$ cat src/rtl/uart_program_loader_if.sv
// Byte stream from the debug UART receiver and the write port toward the
// instruction RAM, bundled for the program loader.
interface uart_program_loader_if #(
  parameter int unsigned RAM_WIDTH = 32
);
  logic [7:0]           rx_data;
  logic                 rx_done;
  logic [RAM_WIDTH-1:0] ram_addr;
  logic [RAM_WIDTH-1:0] ram_data;
  logic                 ram_we;

  modport master (
    input  rx_data, rx_done,
    output ram_addr, ram_data, ram_we
  );

  modport slave (
    output rx_data, rx_done,
    input  ram_addr, ram_data, ram_we
  );
endinterface

$ cat src/rtl/uart_program_loader.sv
// Assembles big-endian UART bytes into 32-bit instructions and writes them to
// consecutive instruction-RAM words until the halt instruction is stored.
module uart_program_loader #(
  parameter int unsigned RAM_WIDTH   = 32,
  parameter int unsigned RAM_DEPTH   = 2048,
  parameter logic [5:0]  HALT_OPCODE = 6'b111111
) (
  input  logic                  clka,
  input  logic                  reset,
  input  logic                  load_en,
  input  logic                  clear,
  uart_program_loader_if.master bus,
  output logic                  loading,
  output logic                  load_done,
  output logic                  load_error,
  output logic [RAM_WIDTH-1:0]  word_count
);

  typedef enum logic [2:0] {IDLE, RECV, SETUP, WRITE, HOLD, DONE, ERROR} state_t;

  localparam logic [RAM_WIDTH-1:0] LAST_ADDR = RAM_WIDTH'(RAM_DEPTH - 1);

  state_t      state;
  logic [1:0]  byte_cnt;
  logic [23:0] shift_q;

  // The byte assembler keeps running during SETUP/WRITE/HOLD so that a sender
  // streaming without gaps never loses a byte to the write sequence.
  logic assembling;
  assign assembling = (state == RECV) || (state == SETUP) ||
                      (state == WRITE) || (state == HOLD);

  // NOTE: every register here is assigned with <= so all updates in one edge
  // see the same pre-edge values; mixing in = would make results order-dependent.
  always_ff @(posedge clka or posedge reset) begin
    if (reset) begin
      state        <= IDLE;
      byte_cnt     <= 2'd0;
      shift_q      <= '0;
      bus.ram_addr <= '0;
      bus.ram_data <= '0;
      bus.ram_we   <= 1'b0;
      loading      <= 1'b0;
      load_done    <= 1'b0;
      load_error   <= 1'b0;
      word_count   <= '0;
    end else begin
      if (assembling && bus.rx_done) begin
        shift_q  <= {shift_q[15:0], bus.rx_data};
        byte_cnt <= byte_cnt + 2'd1;
      end

      case (state)
        IDLE: begin
          if (load_en) begin
            state        <= RECV;
            loading      <= 1'b1;
            byte_cnt     <= 2'd0;
            bus.ram_addr <= '0;
            word_count   <= '0;
          end
        end
        RECV: begin
          if (bus.rx_done && byte_cnt == 2'd3) begin
            bus.ram_data <= RAM_WIDTH'({shift_q, bus.rx_data});
            state        <= SETUP;
          end
        end
        SETUP: begin
          bus.ram_we <= 1'b1;
          state      <= WRITE;
        end
        WRITE: begin
          bus.ram_we <= 1'b0;
          state      <= HOLD;
        end
        HOLD: begin
          word_count <= word_count + RAM_WIDTH'(1);
          if (bus.ram_data[RAM_WIDTH-1 -: 6] == HALT_OPCODE) begin
            state     <= DONE;
            loading   <= 1'b0;
            load_done <= 1'b1;
          end else if (bus.ram_addr == LAST_ADDR) begin
            // RAM is full and no halt arrived: the program cannot fit.
            state      <= ERROR;
            loading    <= 1'b0;
            load_error <= 1'b1;
          end else begin
            bus.ram_addr <= bus.ram_addr + RAM_WIDTH'(1);
            state        <= RECV;
          end
        end
        DONE: begin
          if (clear) begin
            load_done <= 1'b0;
            state     <= IDLE;
          end
        end
        ERROR: begin
          if (clear) begin
            load_error <= 1'b0;
            state      <= IDLE;
          end
        end
        default: state <= IDLE;
      endcase
    end
  end

endmodule

$ cat src/flat_wrapper.sv
// flat-port wrapper written by rule: the top's interface ports become plain ports
module uart_program_loader_flat 
#(
  parameter int unsigned RAM_WIDTH   = 32,
  parameter int unsigned RAM_DEPTH   = 2048,
  parameter logic [5:0]  HALT_OPCODE = 6'b111111
)
  (clka, reset, load_en, clear, loading, load_done, load_error, word_count, bus_rx_data, bus_rx_done, bus_ram_addr, bus_ram_data, bus_ram_we);
  uart_program_loader_if #(.RAM_WIDTH(RAM_WIDTH)) bus_i ();
  input  logic clka;
  input  logic reset;
  input  logic load_en;
  input  logic clear;
  output logic loading;
  output logic load_done;
  output logic load_error;
  output logic [RAM_WIDTH-1:0] word_count;
  input wire logic [$bits(bus_i.rx_data)-1:0] bus_rx_data;
  input wire logic [$bits(bus_i.rx_done)-1:0] bus_rx_done;
  output wire logic [$bits(bus_i.ram_addr)-1:0] bus_ram_addr;
  output wire logic [$bits(bus_i.ram_data)-1:0] bus_ram_data;
  output wire logic [$bits(bus_i.ram_we)-1:0] bus_ram_we;
  assign bus_i.rx_data = bus_rx_data;
  assign bus_i.rx_done = bus_rx_done;
  assign bus_ram_addr = bus_i.ram_addr;
  assign bus_ram_data = bus_i.ram_data;
  assign bus_ram_we = bus_i.ram_we;
  uart_program_loader #(.RAM_WIDTH(RAM_WIDTH), .RAM_DEPTH(RAM_DEPTH), .HALT_OPCODE(HALT_OPCODE)) u_core (.clka(clka), .reset(reset), .load_en(load_en), .clear(clear), .bus(bus_i), .loading(loading), .load_done(load_done), .load_error(load_error), .word_count(word_count));
endmodule
$ cat config.mk
export PLATFORM = sky130hd
export DESIGN_NAME = uart_program_loader_flat
export DESIGN_NICKNAME = d
export VERILOG_FILES = /design/src/rtl/uart_program_loader_if.sv /design/src/rtl/uart_program_loader.sv /design/src/flat_wrapper.sv
export SDC_FILE = /design/constraint.sdc
export NUM_CORES = 1
export LEC_CHECK = 0
export CAP_MARGIN = 30
export CORE_MARGIN = 2
export CORE_UTILIZATION = 40
export DETAILED_ROUTE_END_ITERATION = 7
export MAX_ROUTING_LAYER = met4
export SETUP_SLACK_MARGIN = 0.05
export SYNTH_ARGS = -nofsm -noshare
export SYNTH_HDL_FRONTEND = slang
export SYNTH_SLANG_ARGS = --single-unit
export TNS_END_PERCENT = 50
$ cat constraint.sdc
create_clock -name clka -period 4.8 [get_ports clka]
set_input_delay 0.48 -clock clka [delete_from_list [all_inputs] [get_ports clka]]
set_output_delay 0.48 -clock clka [all_outputs]
set_load 0.02 [all_outputs]
# Word level (Yosys, flattened, before mapping)
# Index checks and enable logic that the tools add are counted.
# word_totals
reg_bits,129
inputBits,13
elab_cells,75
# op_classes
eq_ne,19
add_sub_neg,3
reduce_logical,18
muxes,25
# op_table
op,count
$pmux W32 S2,2
$mux W32,3
$add A32 B1 Y32 const B,2
$eq A32 B11 Y1 const B,1
$pmux W3 S6,1
$ne A2 B2 Y1 const B,8
$mux W3,5
$eq A3 B3 Y1 const B,3
$reduce_and A3 Y1,3
$pmux W1 S2,4
$reduce_and A4 Y1,2
$reduce_bool A2 Y1,4
$mux W1,7
$eq A3 B2 Y1 const B,2
$eq A6 B6 Y1 const B,1
$mux W2,3
$reduce_and A2 Y1,2
$eq A3 B1 Y1 const B,1
$logic_not A3 Y1,1
$logic_or A1 B1 Y1,3
$ne A3 B3 Y1 const B,1
$add A2 B1 Y2 const B,1
$eq A2 B2 Y1 const B,1
$logic_and A1 B1 Y1,2
other kinds (2),2

# Longest topological paths before layout
# Gate-level depths: netlist of run 1.
# logic_depth
ltp_word,8
mapped_depth,8
ltp_nobuf,6

# Least setup slack after synthesis of run 1
# OpenSTA, ideal clock, no wires.
# synth_timing
path_type,flip-flop to flip-flop
from,"register, netlist name u_core.bus.ram_addr[0]"
to,register u_core.bus.ram_data[10]
setup_time_ns,0.125
slack_ns,2.538
arrival_time_ns,2.137
path_stages_with_launch,8
cell_sequence,dfrtp_1 -> ha_1 -> nand3_1 -> nor3_1 -> and4bb_1 -> o221ai_2 -> buf_6 -> mux2_4
# synth_lines
element,line_no,rtl
end signal: assignment,uart_program_loader.sv:65,"bus.ram_data <= RAM_WIDTH'({shift_q, bus.rx_data});"
end: declaration,uart_program_loader_if.sv:14,"output ram_addr, ram_data, ram_we"

# Worst setup path in the final report of run 1
# layout_timing
from,register u_core.bus.ram_addr[0]
to,register u_core.state[0]
# layout_between
elab_chain_len,4
# layout_rtl
element,line_no,rtl
start: declaration,uart_program_loader_if.sv:14,
start signal: assignment,uart_program_loader.sv:89,bus.ram_addr <= bus.ram_addr + RAM_WIDTH'(1);
$eq A32 B11 Y1,uart_program_loader.sv:83,end else if (bus.ram_addr == LAST_ADDR) begin
$mux W3,uart_program_loader.sv:83,
$mux W3,uart_program_loader.sv:79,if (bus.ram_data[RAM_WIDTH-1 -: 6] == HALT_OPCODE) begin
$pmux W3 S6,uart_program_loader.sv:53,case (state)
end signal: assignment,uart_program_loader.sv:56,state <= RECV;
end signal: assignment,uart_program_loader.sv:80,state <= DONE;
end signal: assignment,uart_program_loader.sv:85,state <= ERROR;
end: declaration,uart_program_loader.sv:23,state_t state;
# Every way passes these cells.
# A chain may end at the register's enable or synchronous reset.

==> results.ini, run 1 <==
[run_status]
status = complete, no violations

[floorplanning]
row_count = 44
die_x_um = 126
start_util = 0.411
die_h_um = 126
ios = 113
die-area_um2 = 16000
core_um2 = 14600

[place]
hpwl_mm = 9.44
io_buffers = 112
place.gp.congestion = 0.901
post-place-ws_ps = 2040
postPlaceCellArea_um2 = 7320
dp.cells = 802

[final_layout]
fill_cells = 1234
design_area_um2 = 8000
seqCellArea_um2 = 3230
drive_above_1_share = 0.152
fin_util = 0.548
area_growth_pct = 33.2
instances_no_fill = 834
nNetsFinal = 653
antenna_cells = 0
multi_input_area_um2 = 2630

[clock_tree]
cts.htree.levels = 4
cts_setup_buffers = 0
cts_resized = 0
cts_buffers = 17
clk_pin_slew_ps = 60
cts_tree = yes
cts.sinks = 129
clk_latency_ps = 420
cts_max_path_buffers = 2
clock-root-buffer = clkbuf_16
ctsHoldBuffers = 0

[setup_path]
cp.arrival_ps = 3050
crit_type = flop to flop
crit_path_max_fanout = 19
cp_slowest_stage_delay_ps = 700
crit_buf_inv = 1
worst_setup_path_start_kind = flop
setup.worst_path.end_class = flop
required_ps = 5070
crit_slowest_cell = nor3b_2
r2r_slack_ps = 2030
reg2reg_from = u_core.bus.ram_addr[0]
reg2regPathDepth = 7
cp_top_family = simple AND/OR/NAND/NOR gates
path_cells = ha_1, nand3_1, nor3_1, nor3b_2, buf_4, nor2b_1, o221ai_1
timing.rr.end = u_core.state[0]

[synth]
netlist_top_cells_area = dfrtp_1 (54%), mux2_4 (7.3%), mux2_2 (5.1%), nand2_1 (3.6%), mux2i_1 (3.5%)
ys_seq_area_frac = 0.538
synth-main-ff-cell = dfrtp_1
synth_edf_count = 0
yosys_warnings = 0
synth_area_leader_cell = dfrtp_1
synth.distinct_cells = 44
synth_most_common_cell = dfrtp_1
ys_seq_elements = 129
async_reset_ff_frac = 1.00
synthCells = 522
syn_area_per_cell_um2 = 11.5
synth_fp_nets = 538
netlist_area_um2 = 6000
synth_top_area_frac = 0.538
synth_commonest_cells = dfrtp_1 (129), nand2_1 (58), nand3_1 (30)

[detailed_routing]
dr_total_vias = 4595
firstDrtPassIters = 4
drc = 0
drtAntennaViolNets = 0
wl_per_cell_um = 16.7
drtIter0Drc = 374
wl_mm = 13.9
vias_per_cell = 5.51

[sta]
max_freq_mhz = 361
hold_viol_final = 0
tightest_slew_ps = 902
relSlewSlack = 0.397
finalMaxSlewViolations = 0
setup_ws_ps = 2030
rsz0062_at_grt = false
tns_ps = 0
setup_viol = 0
fin_crit_sh = 0.577
finalClockSkew_ps = 17.0
timing.final.crit_period_ps = 2770

[grt]
gr-usage-all-layers = 0.184
first_global_vias = 4518
grt_max_degree = 62
grt_pass1_wl_mm = 23.1
grt_antenna_before_repair = 0
grt_overflow = 0

[worst_hold_path]
min_path_type = primary input to async pin

[run]
max-cap-violations = 0

[pwr]
p_leak_nw = 3.41
irDropWorstVdd_mv = 0.398
powerDensity_nw_per_um2 = 568

## placed cells by master, fill, tap and decap left out, types with 6 or more instances in the layout
| master | n |
|---|---|
| buf_4 | 7 |
| mux2_2 | 27 |
| or4_1 | 7 |
| and4_1 | 8 |
| nand4_1 | 17 |
| clkdlybuf4s50_1 | 112 |
| nor4_1 | 6 |
| mux2_4 | 29 |
| and3_1 | 10 |
| nand3_1 | 30 |
| clkbuf_16 | 17 |
| dfrtp_1 | 129 |
| o31ai_1 | 23 |
| nor2_1 | 20 |
| a21oi_1 | 15 |
| bufinv_16 | 6 |
| o21ai_0 | 19 |
| o211ai_1 | 17 |
| nor3_1 | 11 |
| nand2_1 | 58 |
| inv_1 | 6 |
| mux2i_1 | 21 |
## how the worst max path moves through the flow
stage                           start                      to  slack, ps  depth (start not counted)
2_1_floorplan                   reset  u_core.bus.ram_addr[0]        880                          1
3_3_place_gp   u_core.bus.ram_addr[0]         u_core.state[0]       2120                          7
3_5_place_dp   u_core.bus.ram_addr[0]         u_core.state[0]       2040                          7
4_1_cts        u_core.bus.ram_addr[0]         u_core.state[0]       2030                          7
5_1_grt        u_core.bus.ram_addr[0]         u_core.state[0]       1750                          7
6_report       u_core.bus.ram_addr[0]         u_core.state[0]       2030                          7
## sequential cells by signal, summed over array words and instances, names as in the netlist
name	count
u_core.loading	1
u_core.state	3
u_core.shift_q	24
u_core.bus.ram_data	32
u_core.load_done	1
u_core.byte_cnt	2
u_core.load_error	1
u_core.bus.ram_we	1
u_core.bus.ram_addr	32
u_core.word_count	32
## cells by family (layout without fill, tap and decap cells)
logic type	Yosys count	after routing	share of synthesized area
flops	129	129	0.538
compound gates	90	90	0.102
simple gates	185	185	0.160
mux	77	77	0.158
fa+ha+maj	3	3	0.00625
buf+inv	31	159	0.0263
xor+xnor	7	7	0.0102
## where the power goes
group          internal [mW]  switching, mW
Clock                   1.02          0.456
Combinational          0.791          0.662
Sequential              1.39          0.228
## stage by stage
stage / total power [mW] / hold WS, ps
final: 4.54 / 370
after global placement: 3.06 / 481
after detailed placement: 3.09 / 487
after CTS: 4.59 / 365
after global routing: 4.78 / 378
after floorplan: 2.56 / 467
## routing by layer
layer  global-route usage  wire length [um]  vias up
met5                    -                 0        -
met4               0.0588               149        0
li1                     -                 -     2179
met3               0.0582               835       14
met1                0.242              6360     2296
met2                0.273              6570      106
## worst reg2reg max path, stage by stage (launching register included)
cell	delay (ps)
dfrtp_1	420
ha_1	210
nand3_1	170
nor3_1	450
nor3b_2	700
buf_4	350
nor2b_1	190
o221ai_1	150
## layout make-up
type / count / share of cell area
clock buffer: 23 / 0.0598
clock inverter: 9 / 0.0252
inverter: 7 / 0.00360
multi-input combinational: 362 / 0.329
sequential: 129 / 0.404
tap: 184 / 0.0288
timing repair buffer: 120 / 0.150
No activity file was read; power rests on OpenSTA's default activity.
==> inputs of run 2 (changes only) <==
==> constraint.sdc (replaced) <==
create_clock -name clka -period 2.55 [get_ports clka]
set_input_delay 0.255 -clock clka [delete_from_list [all_inputs] [get_ports clka]]
set_output_delay 0.255 -clock clka [all_outputs]
set_load 0.02 [all_outputs]
==> run 2 against run 1 <==
Wire length is 1.2% higher. Clock skew down 8.8 ps. Clock power grew 56%. Core utilization decreased by 0.27 points. Die area is the same. Clock-buffer cell count down 3. Design area decreased by 0.50%. Register-to-register slack worse by 1800 ps. Via count up 0.57%. Cell count rose by 0.84%.
==> results.ini, run 2 (synthesis results as in run 1) <==
[clock_tree]
clk_latency_ps = 420
clk_pin_slew_ps = 60
cts.htree.levels = 4
clock-root-buffer = clkbuf_16
cts_tree = yes
cts_max_path_buffers = 2
cts_buffers = 17
cts_setup_buffers = 0
cts.sinks = 129

[final_layout]
reg_top3 = u_core.bus.ram_addr x32, u_core.bus.ram_data x32, u_core.word_count x32
drive_above_1_share = 0.166
multi_input_area_um2 = 2630
final_common_cell = dfrtp_1
antenna_cells = 0
seqCellArea_um2 = 3230
design_area_um2 = 7960
fill_cells = 1259
area_growth_pct = 32.5
nNetsFinal = 660
layout_common_cells = dfrtp_1 (129), clkdlybuf4s50_1 (112), nand2_1 (58)

[place]
io_buffers = 112
hpwl_mm = 9.38
place.gp.congestion = 0.849
postPlaceCellArea_um2 = 7390

[sta]
finalClockSkew_ps = 8.23
setup_viol = 0
holdWs_ps = 363
finalMaxSlewViolations = 0
hold_viol_final = 0
tightest_slew_ps = 708
tns_ps = 0
rsz0062_at_grt = false
timing.final.crit_period_ps = 2330
relSlewSlack = 0.528
fin_crit_sh = 0.912
max_freq_mhz = 430

[floorplanning]
core_um2 = 14600
row_count = 44
start_util = 0.411
die-area_um2 = 16000
ios = 113
die_h_um = 126
die_x_um = 126

[detailed_routing]
vias_per_cell = 5.49
drc = 0
dr_total_vias = 4621
firstDrtPassIters = 8
drtIter0Drc = 293
wl_per_cell_um = 16.7
drtAntennaViolNets = 0
wl_mm = 14.1

[grt]
grt_overflow = 0
gr-usage-all-layers = 0.185
grt_max_degree = 130
first_global_vias = 4567
grt_antenna_before_repair = 0
grt_pass1_wl_mm = 23.1

[pwr]
powerDensity_nw_per_um2 = 1020
p_leak_nw = 3.39
irDropWorstVdd_mv = 0.880

[setup_path]
crit_path_max_fanout = 33
worst_setup_path_start_kind = flop
setup.worst_path.end_class = flop
crit_slowest_cell = and4bb_2
cp.arrival_ps = 2620
cp_slowest_stage_delay_ps = 460
crit_type = flop to flop
path_cells = nor4_1, nand4_1, and4bb_2, o221ai_4, buf_12, mux2_4
required_ps = 2850

[run]
max-cap-violations = 0

[worst_hold_path]
min_path_type = primary input to async pin

[run_status]
status = complete, no violations

-- run 2: cell count changes in the layout (fill, tap and decap cells not counted), moves of 2 or more --
cell	delta
clkbuf_1	-2
clkinvlp_4	+6
buf_4	+5
buf_12	+3
bufinv_16	-5
clkinv_4	+2
-- run 2: report_power, final --
group | internal [mW] | total (mW) | leakage (nW) | switching (mW)
logic | 1.54 | 2.81 | 1.47 | 1.27
clock network | 1.39 | 2.29 | 0.260 | 0.899
registers | 2.61 | 3.04 | 1.66 | 0.429
total | 5.54 | 8.14 | 3.39 | 2.60
-- run 2: timing repair --
item	in CTS	in global routing
hold buffers	0	0
gates resized for setup	0	1
endpoints found under the setup margin	0	29
-- run 2: critical path: cells and delay by family (launching register included) --
family,cells,cell delay [ps]
compound gates,1,140
buf+inv,1,210
flops,1,420
mux,1,320
simple gates,3,1100
-- run 2: routing by layer --
layer / part of all wire / track usage
met5: 0 / -
met4: 0.0086 / 0.0627
met3: 0.059 / 0.0557
met2: 0.47 / 0.279
met1: 0.46 / 0.240
-- run 2: final cells by class --
| class | instances | area share |
|---|---|---|
| clock buffers | 20 | 0.0574 |
| clock inverters | 12 | 0.0140 |
| repair buffers | 127 | 0.160 |
| inverters | 7 | 0.00377 |
| well taps | 184 | 0.0289 |
| flip-flops and latches | 129 | 0.406 |
| multi-input cells | 362 | 0.330 |
-- run 2: stage by stage --
| stage | worst slack, ps | instances | power (mW) | util |
|---|---|---|---|---|
| floorplan | 288 | 522 | 4.83 | - |
| global placement | 225 | 809 | 5.82 | 0.506 |
| detailed placement | 182 | 809 | 5.90 | 0.506 |
| CTS | 137 | 841 | 8.26 | 0.545 |
| global route | 85.5 | 841 | 8.56 | 0.545 |
| finish | 225 | 841 | 8.14 | 0.545 |
-- run 2: path summary, 6_finish.rpt --
kind / cells past startpoint / slack (ps) / endpoint / startpoint
max in group asynchronous: 3 / 1650 / u_core.word_count[3] / reset
min: 3 / 360 / u_core.shift_q[15] / reset
max: 6 / 220 / u_core.bus.ram_data[14] / u_core.bus.ram_addr[16]
min in group clka: 2 / 480 / u_core.bus.ram_data[7] / bus_rx_data[7]
max reg2reg: 6 / 220 / u_core.bus.ram_data[14] / u_core.bus.ram_addr[16]
min reg2reg: 2 / 490 / u_core.bus.ram_we / u_core.bus.ram_we
==> inputs of run 3 (changes only) <==
--- a/config.mk
+++ b/config.mk
@@ -10,8 +10,9 @@
 export CORE_UTILIZATION = 40
 export DETAILED_ROUTE_END_ITERATION = 7
 export MAX_ROUTING_LAYER = met4
+export PLACE_DENSITY = 0.69
 export SETUP_SLACK_MARGIN = 0.05
 export SYNTH_ARGS = -nofsm -noshare
 export SYNTH_HDL_FRONTEND = slang
 export SYNTH_SLANG_ARGS = --single-unit
-export TNS_END_PERCENT = 50
+export TNS_END_PERCENT = 20
==> constraint.sdc (replaced) <==
create_clock -name clka -period 1.89 [get_ports clka]
set_input_delay 0.189 -clock clka [delete_from_list [all_inputs] [get_ports clka]]
set_output_delay 0.189 -clock clka [all_outputs]
set_load 0.02 [all_outputs]
==> run 3 against run 2 <==
The run now ends with setup timing left. Cell count increased by 9.8%. Sequential cell count unchanged. First-iteration DRC count increased by 18%. Clock power increased by 38%. Design area increased by 11%. Non-clock buffer count increased by 82. Register-to-register slack got worse by 450 ps. Critical endpoint is now u_core.bus.ram_data[8]. Critical path type unchanged. Core utilization increased by 6.0 points. Via count increased by 11%. Setup slack got worse by 450 ps. Sequential share of layout area decreased by 4.0 points.
==> results.ini, run 3 (synthesis results as in run 1) <==
[setup_path]
crit_type = flop to flop
crit_buf_inv = 1
crit_slowest_cell = and4bb_2
required_ps = 2200
cp_slowest_stage_delay_ps = 410
cp.arrival_ps = 2420
cp_top_family = simple AND/OR/NAND/NOR gates
crit_path_max_fanout = 8
path_cells = nor4_1, nand4_1, and4bb_2, o221ai_4, clkbuf_16, mux2_4
worst_setup_path_start_kind = flop
setup.worst_path.end_class = flop

[detailed_routing]
vias_per_cell = 5.54
firstDrtPassIters = 5
wl_mm = 16.0
drc = 0
drtIter0Drc = 345
wl_per_cell_um = 17.4
drtAntennaViolNets = 0
dr_total_vias = 5113

[grt]
grt_overflow = 0
grt_pass1_wl_mm = 25.2
grt_antenna_before_repair = 0
first_global_vias = 5063
grt_max_degree = 46
gr-usage-all-layers = 0.204

[run_status]
status = finished with violations
violations = setup timing

[sta]
rsz0062_at_grt = true
hold_viol_final = 0
setup_viol = 51
finalMaxSlewViolations = 0
timing.final.crit_period_ps = 2120
tightest_slew_ps = 555
relSlewSlack = 0.629
setup_ws_ps = -230
holdWs_ps = 183
finalClockSkew_ps = 8.21
fin_crit_sh = 1.12
max_freq_mhz = 472

[clock_tree]
cts_tree = yes
cts_max_path_buffers = 2
ctsHoldBuffers = 0
cts.htree.levels = 4
cts_buffers = 17
cts.sinks = 129
clk_pin_slew_ps = 60
clock-root-buffer = clkbuf_16
clk_latency_ps = 420

[floorplanning]
core_um2 = 14600
die_h_um = 126
ios = 113
die-area_um2 = 16000
row_count = 44
start_util = 0.411
die_x_um = 126

[worst_hold_path]
min_path_type = primary input to async pin

[final_layout]
fill_cells = 1156
instances_no_fill = 923
area_growth_pct = 47.2
design_area_um2 = 8830
drive_above_1_share = 0.291
final_common_cell = dfrtp_1
reg_top3 = u_core.bus.ram_addr x32, u_core.bus.ram_data x32, u_core.word_count x32
layout_common_cells = dfrtp_1 (129), clkdlybuf4s50_1 (112), buf_4 (76)
nNetsFinal = 742
fin_util = 0.605
antenna_cells = 0

[place]
postPlaceCellArea_um2 = 8020
io_buffers = 112
dp.cells = 886
place.gp.congestion = 0.809
hpwl_mm = 11.0
post-place-ws_ps = -234

[pwr]
p_leak_nw = 3.89
powerDensity_nw_per_um2 = 1310
irDropWorstVdd_mv = 1.38

[run]
max-cap-violations = 0

==> run 3: report_power, final <==
part	switching, mW	internal [mW]
Sequential	0.504	3.53
Combinational	1.96	2.40
Clock	1.18	1.99
==> run 3: repair_timing <==
action | in CTS | in global routing
gates resized for setup | 14 | 31
gates cloned | 0 | 3
pin swaps | 11 | 14
endpoints found under the setup margin | 57 | 82
buffers inserted | 0 | 2
==> run 3: cell type report <==
type | count | area, um^2 | share of cell area
Multi-Input combinational cell | 362 | 2760 | 0.312
Timing Repair Buffer | 209 | 2020 | 0.228
Clock inverter | 12 | 115 | 0.0130
Tap cell | 184 | 230 | 0.0261
Inverter | 7 | 30.0 | 0.00340
Sequential cell | 129 | 3230 | 0.365
Clock buffer | 20 | 457 | 0.0517
==> run 3: worst paths after layout <==
check | cells past startpoint | from | end | slack [ps]
setup / recovery | 6 | u_core.bus.ram_addr[21] | u_core.bus.ram_data[8] | -230
hold / removal | 2 | reset | u_core.shift_q[4] | 180
setup reg to reg | 6 | u_core.bus.ram_addr[21] | u_core.bus.ram_data[8] | -230
hold reg to reg | 2 | u_core.bus.ram_we | u_core.bus.ram_we | 490
max in group asynchronous | 3 | reset | u_core.bus.ram_data[22] | 1170
min in group clka | 2 | bus_rx_data[1] | u_core.bus.ram_data[1] | 410
==> run 3: per-layer routing <==
metal,wire length [um],GRT usage,part of all wire
met3,933,0.0607,0.058
met1,6870,0.248,0.43
met2,7950,0.323,0.50
met4,294,0.0737,0.018
met5,0,-,0
==> run 3: stage by stage <==
| step | setup TNS [ps] | power, mW |
|---|---|---|
| 3_5_place_dp | -7820 | 8.21 |
| 3_3_place_gp | -7230 | 8.05 |
| 2_1_floorplan | -16090 | 6.51 |
| 4_1_cts | -6200 | 11.4 |
| 5_1_grt | -14120 | 12.1 |
| 6_report | -8620 | 11.6 |
